### config.mk
export PLATFORM = sky130hd
export DESIGN_NAME = mem_port_arbiter
export DESIGN_NICKNAME = d
export VERILOG_FILES = /design/src/rtl/mem_arb_pkg.sv /design/src/rtl/id_fifo.sv /design/src/rtl/mem_port_arbiter.sv
export SDC_FILE = /design/constraint.sdc
export NUM_CORES = 1
export LEC_CHECK = 0
export ABC_AREA = 1
export BUFFER_PORTS_ARGS = -buffer_cell sky130_fd_sc_hd__buf_2
export CAP_MARGIN = 10
export CORE_AREA = 4 4 120 122
export DETAILED_ROUTE_END_ITERATION = 8
export DIE_AREA = 0 0 124 126
export GPL_TIMING_DRIVEN = 0
export PLACE_DENSITY_LB_ADDON = 0.05
export SETUP_SLACK_MARGIN = 0.4
export SLEW_MARGIN = 20
export SYNTH_ARGS = -nofsm -noshare
export SYNTH_HDL_FRONTEND = slang
export SYNTH_SLANG_ARGS = --single-unit
### constraint.sdc
create_clock -name clk_i -period 4.7 [get_ports clk_i]
set_clock_uncertainty 0.15 [all_clocks]
set_input_delay 0.47 -clock clk_i [delete_from_list [all_inputs] [get_ports clk_i]]
set_output_delay 0.47 -clock clk_i [all_outputs]
set_load 0.05 [all_outputs]
### src/rtl/mem_arb_pkg.sv
// Shared types and constants for the two-master memory port arbiter.
// Master IDs are carried through the response-routing FIFO.
package mem_arb_pkg;

   localparam int NUM_MASTERS = 2;

   typedef logic [0:0] master_id_t;

   localparam master_id_t ID_M0 = 1'b0;
   localparam master_id_t ID_M1 = 1'b1;

   // With two masters the round-robin successor is simply the other one
   function automatic master_id_t other_id(input master_id_t id);
      return ~id;
   endfunction

endpackage

### src/rtl/id_fifo.sv
// Synchronous FIFO of master IDs recording the issue order of accepted requests.
// The head entry is visible combinationally so responses route with no added latency.
module id_fifo
   import mem_arb_pkg::*;
#(
   parameter int DEPTH = 2
) (
   input  logic       clk_i,
   input  logic       rst_ni,
   input  logic       push_i,
   input  master_id_t din_i,
   input  logic       pop_i,
   output master_id_t head_o,
   output logic       full_o,
   output logic       empty_o
);

   localparam int AW = (DEPTH > 1) ? $clog2(DEPTH) : 1;
   localparam int CW = $clog2(DEPTH) + 1;

   logic [AW-1:0] wr_ptr_reg;
   logic [AW-1:0] rd_ptr_reg;
   logic [CW-1:0] count_reg;
   master_id_t    mem_reg [DEPTH];

   logic push_ok;
   logic pop_ok;

   function automatic logic [AW-1:0] ptr_inc(input logic [AW-1:0] p);
      if (p == AW'(DEPTH - 1)) begin
         return '0;
      end
      return p + AW'(1);
   endfunction

   assign full_o  = (count_reg == CW'(DEPTH));
   assign empty_o = (count_reg == '0);
   assign head_o  = mem_reg[rd_ptr_reg];

   assign push_ok = push_i & ~full_o;
   assign pop_ok  = pop_i & ~empty_o;

   always_ff @(posedge clk_i or negedge rst_ni) begin
      if (!rst_ni) begin
         wr_ptr_reg <= '0;
         rd_ptr_reg <= '0;
         count_reg  <= '0;
      end else begin
         if (push_ok) begin
            wr_ptr_reg <= ptr_inc(wr_ptr_reg);
         end
         if (pop_ok) begin
            rd_ptr_reg <= ptr_inc(rd_ptr_reg);
         end
         case ({push_ok, pop_ok})
            2'b10:   count_reg <= count_reg + CW'(1);
            2'b01:   count_reg <= count_reg - CW'(1);
            default: count_reg <= count_reg;
         endcase
      end
   end

   // Storage needs no reset: entries are only read behind a valid count
   always_ff @(posedge clk_i) begin
      if (push_ok) begin
         mem_reg[wr_ptr_reg] <= din_i;
      end
   end

endmodule

### src/rtl/mem_port_arbiter.sv
// Round-robin arbiter sharing one req/gnt/rvalid slave port between two masters,
// routing each response back to its issuer in acceptance order.
module mem_port_arbiter
   import mem_arb_pkg::*;
#(
   parameter int ADDR_WIDTH      = 32,
   parameter int DATA_WIDTH      = 32,
   parameter int MAX_OUTSTANDING = 2
) (
   input  logic                    clk_i,
   input  logic                    rst_ni,
   input  logic                    m0_req_i,
   output logic                    m0_gnt_o,
   output logic                    m0_rvalid_o,
   input  logic [ADDR_WIDTH-1:0]   m0_addr_i,
   input  logic                    m0_we_i,
   input  logic [DATA_WIDTH/8-1:0] m0_be_i,
   input  logic [DATA_WIDTH-1:0]   m0_wdata_i,
   output logic [DATA_WIDTH-1:0]   m0_rdata_o,
   input  logic                    m1_req_i,
   output logic                    m1_gnt_o,
   output logic                    m1_rvalid_o,
   input  logic [ADDR_WIDTH-1:0]   m1_addr_i,
   input  logic                    m1_we_i,
   input  logic [DATA_WIDTH/8-1:0] m1_be_i,
   input  logic [DATA_WIDTH-1:0]   m1_wdata_i,
   output logic [DATA_WIDTH-1:0]   m1_rdata_o,
   output logic                    s_req_o,
   input  logic                    s_gnt_i,
   input  logic                    s_rvalid_i,
   output logic [ADDR_WIDTH-1:0]   s_addr_o,
   output logic                    s_we_o,
   output logic [DATA_WIDTH/8-1:0] s_be_o,
   output logic [DATA_WIDTH-1:0]   s_wdata_o,
   input  logic [DATA_WIDTH-1:0]   s_rdata_i,
   output logic                    err_o
);

   logic       lock_reg, lock_next;
   master_id_t lock_id_reg, lock_id_next;
   master_id_t prio_reg, prio_next;
   logic       err_reg, err_next;

   master_id_t sel_id;
   logic       sel_req;
   logic       accept;
   logic       fifo_full, fifo_empty, fifo_pop;
   master_id_t head_id;

   logic [NUM_MASTERS-1:0] req_vec;
   logic [NUM_MASTERS-1:0] gnt_vec;
   logic [NUM_MASTERS-1:0] rvalid_vec;

   assign req_vec = {m1_req_i, m0_req_i};

   // A pending ungranted request pins the selection so slave fields stay stable
   always_comb begin
      sel_id = ID_M0;
      if (lock_reg) begin
         sel_id = lock_id_reg;
      end else if (m0_req_i && m1_req_i) begin
         sel_id = prio_reg;
      end else if (m1_req_i) begin
         sel_id = ID_M1;
      end
   end

   assign sel_req  = req_vec[sel_id];
   assign s_req_o  = rst_ni & sel_req & ~fifo_full;
   assign accept   = s_req_o & s_gnt_i;
   assign fifo_pop = rst_ni & s_rvalid_i & ~fifo_empty;

   genvar gi;
   generate
      for (gi = 0; gi < NUM_MASTERS; gi++) begin : g_route
         assign gnt_vec[gi]    = accept && (sel_id == master_id_t'(gi));
         assign rvalid_vec[gi] = fifo_pop && (head_id == master_id_t'(gi));
      end
   endgenerate

   assign m0_gnt_o    = gnt_vec[ID_M0];
   assign m1_gnt_o    = gnt_vec[ID_M1];
   assign m0_rvalid_o = rvalid_vec[ID_M0];
   assign m1_rvalid_o = rvalid_vec[ID_M1];
   assign m0_rdata_o  = s_rdata_i;
   assign m1_rdata_o  = s_rdata_i;

   always_comb begin
      s_addr_o  = m0_addr_i;
      s_we_o    = m0_we_i;
      s_be_o    = m0_be_i;
      s_wdata_o = m0_wdata_i;
      if (sel_id == ID_M1) begin
         s_addr_o  = m1_addr_i;
         s_we_o    = m1_we_i;
         s_be_o    = m1_be_i;
         s_wdata_o = m1_wdata_i;
      end
   end

   always_comb begin
      lock_next    = lock_reg;
      lock_id_next = lock_id_reg;
      prio_next    = prio_reg;
      if (accept) begin
         lock_next = 1'b0;
         prio_next = other_id(sel_id);
      end else if (s_req_o) begin
         lock_next    = 1'b1;
         lock_id_next = sel_id;
      end else if (lock_reg && !sel_req) begin
         // Locked master withdrew its request; release rather than wedge
         lock_next = 1'b0;
      end
   end

   assign err_next = err_reg | (s_rvalid_i & fifo_empty);
   assign err_o    = err_reg;

   always_ff @(posedge clk_i or negedge rst_ni) begin
      if (!rst_ni) begin
         lock_reg    <= 1'b0;
         lock_id_reg <= ID_M0;
         prio_reg    <= ID_M0;
         err_reg     <= 1'b0;
      end else begin
         lock_reg    <= lock_next;
         lock_id_reg <= lock_id_next;
         prio_reg    <= prio_next;
         err_reg     <= err_next;
      end
   end

   id_fifo #(
      .DEPTH (MAX_OUTSTANDING)
   ) u_id_fifo (
      .clk_i   (clk_i),
      .rst_ni  (rst_ni),
      .push_i  (accept),
      .din_i   (sel_id),
      .pop_i   (fifo_pop),
      .head_o  (head_id),
      .full_o  (fifo_full),
      .empty_o (fifo_empty)
   );

endmodule

# Word level (Yosys, flattened, before mapping)

Memories as Yosys holds them, arrays and structs flattened.
Index checks and enable logic that the tools add are counted.

Add/subtract/negate cells: 4
Order comparisons: 1
Equality and inequality tests: 3
Muxes and demuxes: 23
Bitwise logic cells: 14
Reduce and logical (&&, ||, !) cells: 11

Operator list:

| operator              | count |
|---|---|
| $mux W32              | 2 |
| $mux W1               | 19 |
| $and A1 B1 Y1         | 8 |
| $logic_and A1 B1 Y1   | 6 |
| $not A1 Y1            | 5 |
| $eq A2 B2 Y1 const B  | 2 |
| $mux W4               | 1 |
| $pmux W2 S2           | 1 |
| $reduce_bool A3 Y1    | 1 |
| $add A1 B1 Y1 const B | 2 |
| $add A2 B1 Y2 const B | 1 |
| $eq A2 B1 Y1 const B  | 1 |
| $logic_not A2 Y1      | 1 |
| $lt A1 B2 Y1 const B  | 1 |
| $reduce_and A2 Y1     | 1 |
| $reduce_bool A2 Y1    | 1 |
| $sub A2 B1 Y2 const B | 1 |
| $logic_not A1 Y1      | 1 |
| $or A1 B1 Y1          | 1 |

Flip-flop bits (word level): 8
Bits in writable memories: 2
Bits of input ports: 176
Output and inout port bits: 139
Word-level logic and storage cells: 64
Memories kept: 1

Memories:

| name              | depth | bits a word | rd ports | clocked after memory_dff | write ports | line          | RTL |
|---|---|---|---|---|---|---|---|
| u_id_fifo.mem_reg | 2     | 1           | 1        | 0                        | 1           | id_fifo.sv:24 | `master_id_t mem_reg [DEPTH];` |

# Depth between registers and ports, before layout

Gate-level depths: netlist of run 1.

Depth in word-level cells: 11
Mapped depth: 9
Gate-level depth less buffers: 9

# Modules after synthesis

A second synthesis of run 1 with hierarchy kept.

Cell total of the unflattened synthesis: 367
Area total of the unflattened synthesis: 1995.7 sq um

By module, submodules not included:

| module           | instances | cells each | area an instance (sq um) | seq. area each (sq um) |
|---|---|---|---|---|
| mem_port_arbiter | 1         | 329        | 1682.9                   | 100.1 |
| id_fifo          | 1         | 38         | 312.8                    | 160.2 |

# Worst setup path after synthesis of run 1

Ideal clock, no wire load.

Kind: input to output
Start point: input port m1_req_i
End point: output port m1_gnt_o
Arrival: 1.662 ns
Data required time: 4.080 ns
Slack: 2.418 ns
Stages on the path: 7
Buffers on the path: 1
Path through: inv_1 > nor2_1 > nand2_2 > nand2_4 > inv_2 > buf_4 > nor2_1

Word-level cells in the longest chain between the ends: 9
Elaborated cells on any way between the ends: 10
Classes of those cells: mux (5); bitwise (3); reduce/logical (2)

Ends and longest elaborated chain:

| element                                        | line                                           | RTL |
|---|---|---|
| start, declared                                | mem_port_arbiter.sv:20                         | `input logic m1_req_i,` |
| $mux W1 or $logic_and A1 B1 Y1 (tied branches) | mem_port_arbiter.sv:63, mem_port_arbiter.sv:61 |  |
| $mux W1                                        | mem_port_arbiter.sv:61                         | `end else if (m0_req_i && m1_req_i) begin` |
| $mux W1                                        | mem_port_arbiter.sv:59                         | `if (lock_reg) begin` |
| $mux W1 (implied by the code) (2 in a row)     | mem_port_arbiter.sv:68                         | `assign sel_req = req_vec[sel_id];` |
| $and A1 B1 Y1 (2 in a row)                     | mem_port_arbiter.sv:69                         | `assign s_req_o = rst_ni & sel_req & ~fifo_full;` |
| $and A1 B1 Y1                                  | mem_port_arbiter.sv:70                         | `assign accept = s_req_o & s_gnt_i;` |
| $logic_and A1 B1 Y1 (*)                        | mem_port_arbiter.sv:76                         | `assign gnt_vec[gi] = accept && (sel_id == master_id_t'(gi));` |
| end, declared                                  | mem_port_arbiter.sv:21                         | `output logic m1_gnt_o,` |

Mark *: on every way between the ends. The rest lies on a longest branch, timed or not. The select of a mux whose other input is x is not followed.

# Worst setup path after layout of run 1

Start point: input port rst_ni
End point: output port m0_gnt_o

Word-level cells in the longest chain between the ends: 4

Ends and longest elaborated chain:

| element                    | line                   | RTL |
|---|---|---|
| start, declared            | mem_port_arbiter.sv:11 | `input logic rst_ni,` |
| $and A1 B1 Y1 (2 in a row) | mem_port_arbiter.sv:69 |  |
| $and A1 B1 Y1              | mem_port_arbiter.sv:70 |  |
| $logic_and A1 B1 Y1        | mem_port_arbiter.sv:76 |  |
| end, declared              | mem_port_arbiter.sv:13 | `output logic m0_gnt_o,` |

No other way between the ends.

==> results of run 1 <==
[cells by family after synthesis]
| kind of cell | count (synthesis) |
|---|---|
| XOR/XNOR | 3 |
| AND/OR/NAND/NOR | 236 |
| AO/OA/AOI/OAI | 6 |
| adder cells (fa/ha/maj) | 1 |
| flip-flops | 10 |
| buffers and inverters | 93 |
[final timing paths]
kind	start	endpoint	slack, ns	depth (start not counted)
min in group asynchronous	rst_ni	prio_reg	0.46	2
max in group asynchronous	rst_ni	err_o	3.75	2
max	rst_ni	m0_gnt_o	1.88	9
max reg2reg	u_id_fifo.count_reg[0]	u_id_fifo.count_reg[1]	2.80	7
min	err_o	err_o	0.30	1
min reg2reg	err_o	err_o	0.30	1
[metal layers]
metal,global-route usage,up-vias,routed length [um]
met1,0.0977,1225,2810
met5,0,-,24
met4,0.0122,4,87
met2,0.242,144,5640
li1,-,1550,-
met3,0.0363,10,1050
[critical path: cells and delay by family]
family,cells,cell delay [ns]
buf+inv,5,1.18
simple gates,3,0.33
compound gates,1,0.22
[power breakdown]
group	switching [mW]	internal, mW
Combinational	1.29	0.402
Sequential	0.0277	0.123
Clock	0.0412	0.112
[repair_timing]
action                                  CTS  global route
hold buffers                              1             0
endpoints found under the setup margin    0             0
endpoints found under the hold margin     8             0
[placed cells by master (no fill, tap or decap)]
master | synthesis | routed
buf_2 | 7 | 289
nand2_1 | 219 | 219
buf_4 | 71 | 71
inv_1 | 13 | 13
dfrtp_1 | 8 | 8
nor2_1 | 7 | 7
o21ai_0 | 3 | 3
clkbuf_16 | 0 | 3
inv_2 | 2 | 2
nand3_2 | 2 | 2
nand3_1 | 2 | 2
xnor2_1 | 2 | 2
edfxtp_1 | 2 | 2
nand2_2 | 1 | 1
nand2_4 | 1 | 1
a21oi_2 | 1 | 1
nor3_2 | 1 | 1
nand4_2 | 1 | 1
a21o_1 | 1 | 1
nor2_2 | 1 | 1
nand4_1 | 1 | 1
a21oi_1 | 1 | 1
xor2_1 | 1 | 1
ha_1 | 1 | 1
clkinv_1 | 0 | 1
dlygate4sd3_1 | 0 | 1
[metrics by stage]
step	hold slack (ns)	power, mW	instances	utilization
floorplan	0.0244	1.45	349	-
global placement	0.191	1.87	807	0.267
detailed placement	0.190	1.87	807	0.267
CTS	0.309	2.03	812	0.274
global route	0.323	2.14	812	0.274
finish	0.300	1.99	812	0.274
[cell type report]
class / count / share of cell area
timing repair buffer: 283 / 0.394
multi-input combinational: 246 / 0.279
buffer: 78 / 0.157
sequential: 10 / 0.0721
tap: 176 / 0.0610
clock buffer: 3 / 0.0208
inverter: 15 / 0.0156
clock inverter: 1 / 0.00104
==> reports/qor.txt, run 1 <==
RUN STATUS
-----------------------------------------------------------------------------------------------------------------
Status ............................................................................................. complete, no violations

DIE
-----------------------------------------------------------------------------------------------------------------
Area of the core region ............................................................................   13,200 um2
Effective utilization at floorplan .................................................................        0.143
Number of primary I/O pins .........................................................................          315
Die Area ...........................................................................................   15,600 um2
Num rows ...........................................................................................           42
Die height .........................................................................................       126 um
DIE WIDTH ..........................................................................................       124 um

SYNTHESIS
-----------------------------------------------------------------------------------------------------------------
Post-Syn Instances .................................................................................          349
Count of unique library cells instantiated by Yosys ................................................           23
Syn Std Cell Area ..................................................................................     1890 um2
Count of warnings emitted by yosys .................................................................            0
Top cells by count, synth .......................................................................... 219 x nand2_1, 71 x buf_4, 13 x inv_1
Post-Synth Simple-Gate Area ........................................................................        0.492
EDFF count, synth ..................................................................................            2
Top cells by area, synth ........................................................................... nand2_1 43%, buf_4 28%, dfrtp_1 11%
Syn nets ...........................................................................................          526
Flip-flop and latch count after synthesis ..........................................................           10
Primary flip-flop cell chosen by synthesis mapping .................................................      dfrtp_1
Dominant cell by count in the synthesized netlist ..................................................      nand2_1
Combinational family with the most area after synthesis ............................................ simple AND/OR/NAND/NOR gates
Multiplexer share of the synthesized area ..........................................................            0
Fraction of post-synthesis cell area in the top cell type by area ..................................        0.435
Leading area contributor after synthesis ...........................................................      nand2_1
Arithmetic-cell share of the synthesized area counting full adders, half adders and majority gates .      0.00662
Register area share after synthesis ................................................................        0.138
Share of flip-flops with an asynchronous set or reset after synthesis ..............................        0.800
Post-synthesis xor/xnor area fraction ..............................................................       0.0139
Mean instance size in the synthesized netlist ......................................................     5.42 um2
Area fraction in compound gates after synthesis ....................................................       0.0192

CTS
-----------------------------------------------------------------------------------------------------------------
Post-cts resize count ..............................................................................            0
Number of clock sinks ..............................................................................           10
Post CTS Setup Buffer Count ........................................................................            0
Clock root buffer ..................................................................................    clkbuf_16
CTS Buf Count ......................................................................................            3
CTS H-Tree Depth ...................................................................................            1
Longest Clk Path Bufs ..............................................................................            2
Clock tree from TritonCTS ..........................................................................        built
Clock-pin slew reported for the worst setup and hold paths after clock tree synthesis ..............      0.04 ns
Clock insertion delay at the later pin of the skew report ..........................................      0.24 ns

TIMING
-----------------------------------------------------------------------------------------------------------------
Fmax ...............................................................................................      355 MHz
Remaining max-slew budget at the tightest pin ......................................................        0.813
Final critical-path required period ................................................................      2.82 ns
Final Slew Violations ..............................................................................            0
Unrepaired setup endpoints after global routing ....................................................           no
Least setup slack across all paths after layout ....................................................      1.88 ns
Worst-margin pin slew ..............................................................................     0.279 ns
Number of endpoints failing setup at the final stage ...............................................            0
Number of endpoints with negative hold slack in the final report ...................................            0
Total Neg Setup Slack ..............................................................................         0 ns
Period Utilization, post-route .....................................................................        0.600

ROUTING
-----------------------------------------------------------------------------------------------------------------
DRC violations left ................................................................................            0
Final WL ...........................................................................................      9610 um
Via count normalized by instance count .............................................................         3.61
First-pass detailed-route iteration total ..........................................................            4
Routed vias ........................................................................................        2,933
Average routed wire per standard cell ..............................................................      11.8 um
Number of antenna-violating nets in the routed design ..............................................            0
Initial DRC Count ..................................................................................           93

PLACE
-----------------------------------------------------------------------------------------------------------------
Placed inst area ...................................................................................     3520 um2
Count of input and output buffers ..................................................................          282
Detailed placement HPWL ............................................................................      8610 um
Final weighted congestion of routability-driven global placement ...................................        0.769
Worst setup timing slack at the placement stage ....................................................      2.33 ns

FINAL LAYOUT
-----------------------------------------------------------------------------------------------------------------
Final layout net count .............................................................................          814
Fraction of layout cells with a size suffix above 1 ................................................        0.586
Footprint of the flip-flops and latches ............................................................      260 um2
Count of filler cells inserted in the layout .......................................................        1,572
Count of inserted antenna diode cells ..............................................................            0
Footprint of the multi-input gates .................................................................     1010 um2
Post-synthesis to final-layout area growth .........................................................        91.0%
Post-route design area .............................................................................     3610 um2

SETUP PATH
-----------------------------------------------------------------------------------------------------------------
Crit-path max cell delay ...........................................................................      0.51 ns
WS Path Type ....................................................................................... input pin to output port
Startpoint type of the worst setup path ............................................................    input pin
Highest net fanout along the worst path ............................................................            9
Critical Path, Cell by Cell ........................................................................ dlygate4sd3_1 -> buf_2 -> inv_1 -> a21oi_2 -> nand3_2 -> nor2_2 -> nand2_1 -> inv_1 -> buf_2
Data arrival at the endpoint of the critical path ..................................................      2.20 ns
Cell type of the slowest stage on the worst timing path ............................................ dlygate4sd3_1
Type of destination of the critical path ...........................................................  output port
Required @ worst endpoint ..........................................................................      4.08 ns

GRT
-----------------------------------------------------------------------------------------------------------------
Vias in the first global route .....................................................................        2,982
Wire length of the first global-routing pass .......................................................    14,100 um
Largest net degree at the start of global routing ..................................................           12
All-Layer GR Usage .................................................................................        0.112
Global-route congestion overflow total .............................................................            0
Initial antenna violation count ....................................................................            2

POWER AND IR DROP
-----------------------------------------------------------------------------------------------------------------
Power density cells ................................................................................   552 nW/um2
Worst voltage drop across the vdd grid .............................................................       222 uV
Static leakage .....................................................................................      2.44 nW

FLOW RUN
-----------------------------------------------------------------------------------------------------------------
Number of maximum-capacitance violations ...........................................................            0

MIN PATH
-----------------------------------------------------------------------------------------------------------------
Class of the most critical hold timing path ........................................................ flip-flop to flip-flop

Note: power is estimated with default switching activity, not from simulation.
==> run 2: changes to the inputs <==
- ABC_AREA: 1 -> 0
- clock period: 4.7 -> 2.45 ns (I/O delays scaled with it)
==> run 2 against run 1 <==
Compared with the run above: power up 140%; largest power group unchanged; die area unchanged; global-route usage up 1.1 points; critical path depth down 2; highest routed layer unchanged; critical endpoint is now s_wdata_o[28]; worst setup slack worse by 1.6 ns; final cell count down 18%; core utilization up 7.1 points; sequential cell count unchanged; via count down 16%; hold slack worse by 0.22 ns.
==> reports/qor.txt, run 2 <==
FINAL LAYOUT
----------------------------------------------------------------------------------------------------
Count of non-filler cells in the finished layout ......................................          669   -18%
Fraction of layout cells with a size suffix above 1 ...................................        0.916   +0.330
Final layout net count ................................................................          668   -18%
Post-synthesis to final-layout area growth ............................................         151%
Commonest non-fill, non-tap cell in the layout ........................................        buf_2
Top library cells by usage in the layout, fill and taps aside ......................... 221 x buf_2, 72 x buf_4, 58 x mux2_4, 56 x buf_6, 10 x mux2_2
Post-route design area ................................................................     4540 um2   +26%

PLACE
----------------------------------------------------------------------------------------------------
Count of input and output buffers .....................................................          282   unchanged
Detailed placement HPWL ...............................................................      9510 um   +10%
Placed inst area ......................................................................     3450 um2   -2.1%
Final weighted congestion of routability-driven global placement ......................        0.743   -3.4%
Total placed cells including tap cells ................................................          645   -20%

TIMING
----------------------------------------------------------------------------------------------------
Period Utilization, post-route ........................................................        0.882
Min Hold Slack ........................................................................    0.0766 ns   -0.223 ns
Fmax ..................................................................................      463 MHz
Worst-margin pin slew .................................................................     0.398 ns   +0.118 ns
Remaining max-slew budget at the tightest pin .........................................        0.734   -0.0786
Final critical-path required period ...................................................      2.16 ns
Final Slew Violations .................................................................            0   unchanged
Number of endpoints failing setup at the final stage ..................................            0   unchanged
Total Neg Setup Slack .................................................................         0 ns   unchanged
Unrepaired setup endpoints after global routing .......................................          yes
Number of endpoints with negative hold slack in the final report ......................            0   unchanged

ROUTING
----------------------------------------------------------------------------------------------------
Final WL ..............................................................................    11,600 um   +20%
DRC violations left ...................................................................            0   unchanged
First-pass detailed-route iteration total .............................................            4   unchanged
Routed vias ...........................................................................        2,472   -16%
Initial DRC Count .....................................................................           57   -39%
Average routed wire per standard cell .................................................      17.3 um   +46%
Number of antenna-violating nets in the routed design .................................            0   unchanged
Via count normalized by instance count ................................................         3.70   +2.3%

GRT
----------------------------------------------------------------------------------------------------
Global-route congestion overflow total ................................................            0   unchanged
Met2 GRT Util .........................................................................        0.263   +0.0207
Largest net degree at the start of global routing .....................................           11   -1
Vias in the first global route ........................................................        2,549   -15%
GR met1 Demand/Resource ...............................................................        0.112   +0.0145
Most Used Layer, Global Route .........................................................         met2
Wire length of the first global-routing pass ..........................................    14,800 um   +5.5%
Initial antenna violation count .......................................................            4   +2
Global routing met3 resource utilization ..............................................       0.0341   -0.00224
All-Layer GR Usage ....................................................................        0.123   +0.0115

CTS
----------------------------------------------------------------------------------------------------
CTS H-Tree Depth ......................................................................            1   unchanged
Clock-pin slew reported for the worst setup and hold paths after clock tree synthesis .      0.04 ns   about the same
Longest Clk Path Bufs .................................................................            2   unchanged
Number of clock sinks .................................................................           10   unchanged
Clock tree from TritonCTS .............................................................        built
Clock insertion delay at the later pin of the skew report .............................      0.24 ns   about the same
Clock root buffer .....................................................................    clkbuf_16
CTS Buf Count .........................................................................            3   unchanged

SETUP PATH
----------------------------------------------------------------------------------------------------
Data arrival at the endpoint of the critical path .....................................      1.76 ns   -0.44 ns
Required @ worst endpoint .............................................................      2.06 ns   -2.02 ns
Startpoint type of the worst setup path ...............................................    flip-flop
Highest net fanout along the worst path ...............................................            5   -4
Type of destination of the critical path ..............................................  output port
WS Path Type .......................................................................... flip-flop to output port

SYNTHESIS
----------------------------------------------------------------------------------------------------
Flip-flop and latch count after synthesis .............................................           10   unchanged
Count of warnings emitted by yosys ....................................................            0   unchanged
Post-Syn Instances ....................................................................          187   -46%
Count of unique library cells instantiated by Yosys ...................................           23   unchanged
Top cells by area, synth .............................................................. mux2_1 37%, buf_4 27%, dfrtp_1 11%
Top cells by count, synth ............................................................. 64 x buf_4, 60 x mux2_1, 10 x mux2_2
Fraction of post-synthesis cell area in the top cell type by area .....................        0.373   -0.0616
Primary flip-flop cell chosen by synthesis mapping ....................................      dfrtp_1
Leading area contributor after synthesis ..............................................       mux2_1
Share of flip-flops with an asynchronous set or reset after synthesis .................        0.800   unchanged
Syn nets ..............................................................................          364   -31%
Syn Std Cell Area .....................................................................     1810 um2   -4.2%
Mean instance size in the synthesized netlist .........................................     9.68 um2   +79%
Dominant cell by count in the synthesized netlist .....................................        buf_4
Register area share after synthesis ...................................................        0.144   +0.00609
EDFF count, synth .....................................................................            2   unchanged

POWER AND IR DROP
----------------------------------------------------------------------------------------------------
Worst voltage drop across the vdd grid ................................................       356 uV   +60%
Total Power ...........................................................................      4.82 mW   +140%
Static leakage ........................................................................      2.53 nW   +3.8%
Power density cells ...................................................................  1060 nW/um2   +92%

DIE
----------------------------------------------------------------------------------------------------
Num rows ..............................................................................           42   unchanged
DIE WIDTH .............................................................................       124 um   unchanged
Effective utilization at floorplan ....................................................        0.137   -0.00607
Die Area ..............................................................................   15,600 um2   unchanged
Number of primary I/O pins ............................................................          315   unchanged
Die height ............................................................................       126 um   unchanged
Area of the core region ...............................................................   13,200 um2   unchanged

RUN STATUS
----------------------------------------------------------------------------------------------------
Status ................................................................................ complete, no violations

FLOW RUN
----------------------------------------------------------------------------------------------------
Number of maximum-capacitance violations ..............................................            0   unchanged

MIN PATH
----------------------------------------------------------------------------------------------------
Class of the most critical hold timing path ........................................... input pin to flip-flop

==> run 2: changes by cell type in the layout (fill, tap and decap cells not counted), moves of 9 or more <==
cell	change
buf_2	-68
buf_6	+56
mux2_4	+58
mux2_2	+10
nand2_1	-218
inv_1	-9
==> run 2: power breakdown <==
part | leakage, nW | switching (mW) | total (mW) | internal, mW
sequential | 0.109 | 0.0637 | 0.303 | 0.239
combinational | 2.38 | 2.30 | 4.23 | 1.93
clock | 0.0386 | 0.0802 | 0.295 | 0.214
total | 2.53 | 2.45 | 4.82 | 2.38
==> run 2: per-stage QoR <==
step / setup WS, ns / utilization
6_report: 0.290 / 0.345
5_1_grt: 0.224 / 0.345
4_1_cts: 0.277 / 0.322
3_5_place_dp: 0.188 / 0.261
3_3_place_gp: 0.229 / 0.261
2_1_floorplan: -0.00260 / -
==> run 2: critical path, cell delays in order (launching register included) <==
cell	delay (ns)
dfrtp_1	0.38
o21ai_2	0.16
o21ai_4	0.07
buf_6	0.14
clkbuf_16	0.16
clkbuf_16	0.16
mux2_4	0.30
buf_6	0.16
==> run 2: final cells by class <==
class | instances | area [um2]
diodes | 3 | 7.51
plain buffers | 72 | 612
clock buffers | 3 | 75.1
clock inverters | 1 | 3.75
fillers | 1390 | 8650
inverters | 4 | 15.0
multi-input cells | 101 | 1260
flip-flops and latches | 10 | 262
well taps | 176 | 220
repair buffers | 299 | 2090
==> run 2: cells by family (layout without fill, tap and decap cells) <==
family,after synthesis,in the layout,share of synthesized area
xor gates and xnor gates,5,5,0.0242
other,0,3,0
DFF,10,10,0.144
AOI/OAI and AO/OA,6,6,0.0339
muxes,73,73,0.452
adders and majority gates,1,1,0.00691
and+or+nand+nor,16,16,0.0435
buffers and inverters,76,379,0.296
==> run 2: timing repair <==
| item | CTS | global route |
|---|---|---|
| gates cloned | 1 | 5 |
| setup endpoints to repair | 72 | 74 |
| endpoints found under the hold margin | 8 | 0 |
| gates resized for setup | 179 | 44 |
| hold buffers | 1 | 0 |
| pin swaps | 3 | 3 |
| buffers inserted | 9 | 1 |
==> run 2: layer usage <==
layer  up-vias  part of all wire
met5         -            0.0011
met4         2             0.010
met3        11             0.092
met2       117              0.57
met1      1153              0.33
li1       1189                 -
==> run 2: worst paths after layout <==
| check | startpoint | endpoint | slack (ns) | cells after the start |
|---|---|---|---|---|
| max in group asynchronous | rst_ni | lock_reg | 1.50 | 2 |
| hold / removal | s_rvalid_i | err_o | 0.08 | 2 |
| setup / recovery | prio_reg | s_wdata_o[28] | 0.29 | 7 |
| min in group asynchronous | rst_ni | err_o | 0.34 | 2 |
| hold reg to reg | err_o | err_o | 0.30 | 1 |
| setup reg to reg | lock_reg | u_id_fifo.count_reg[1] | 0.45 | 6 |
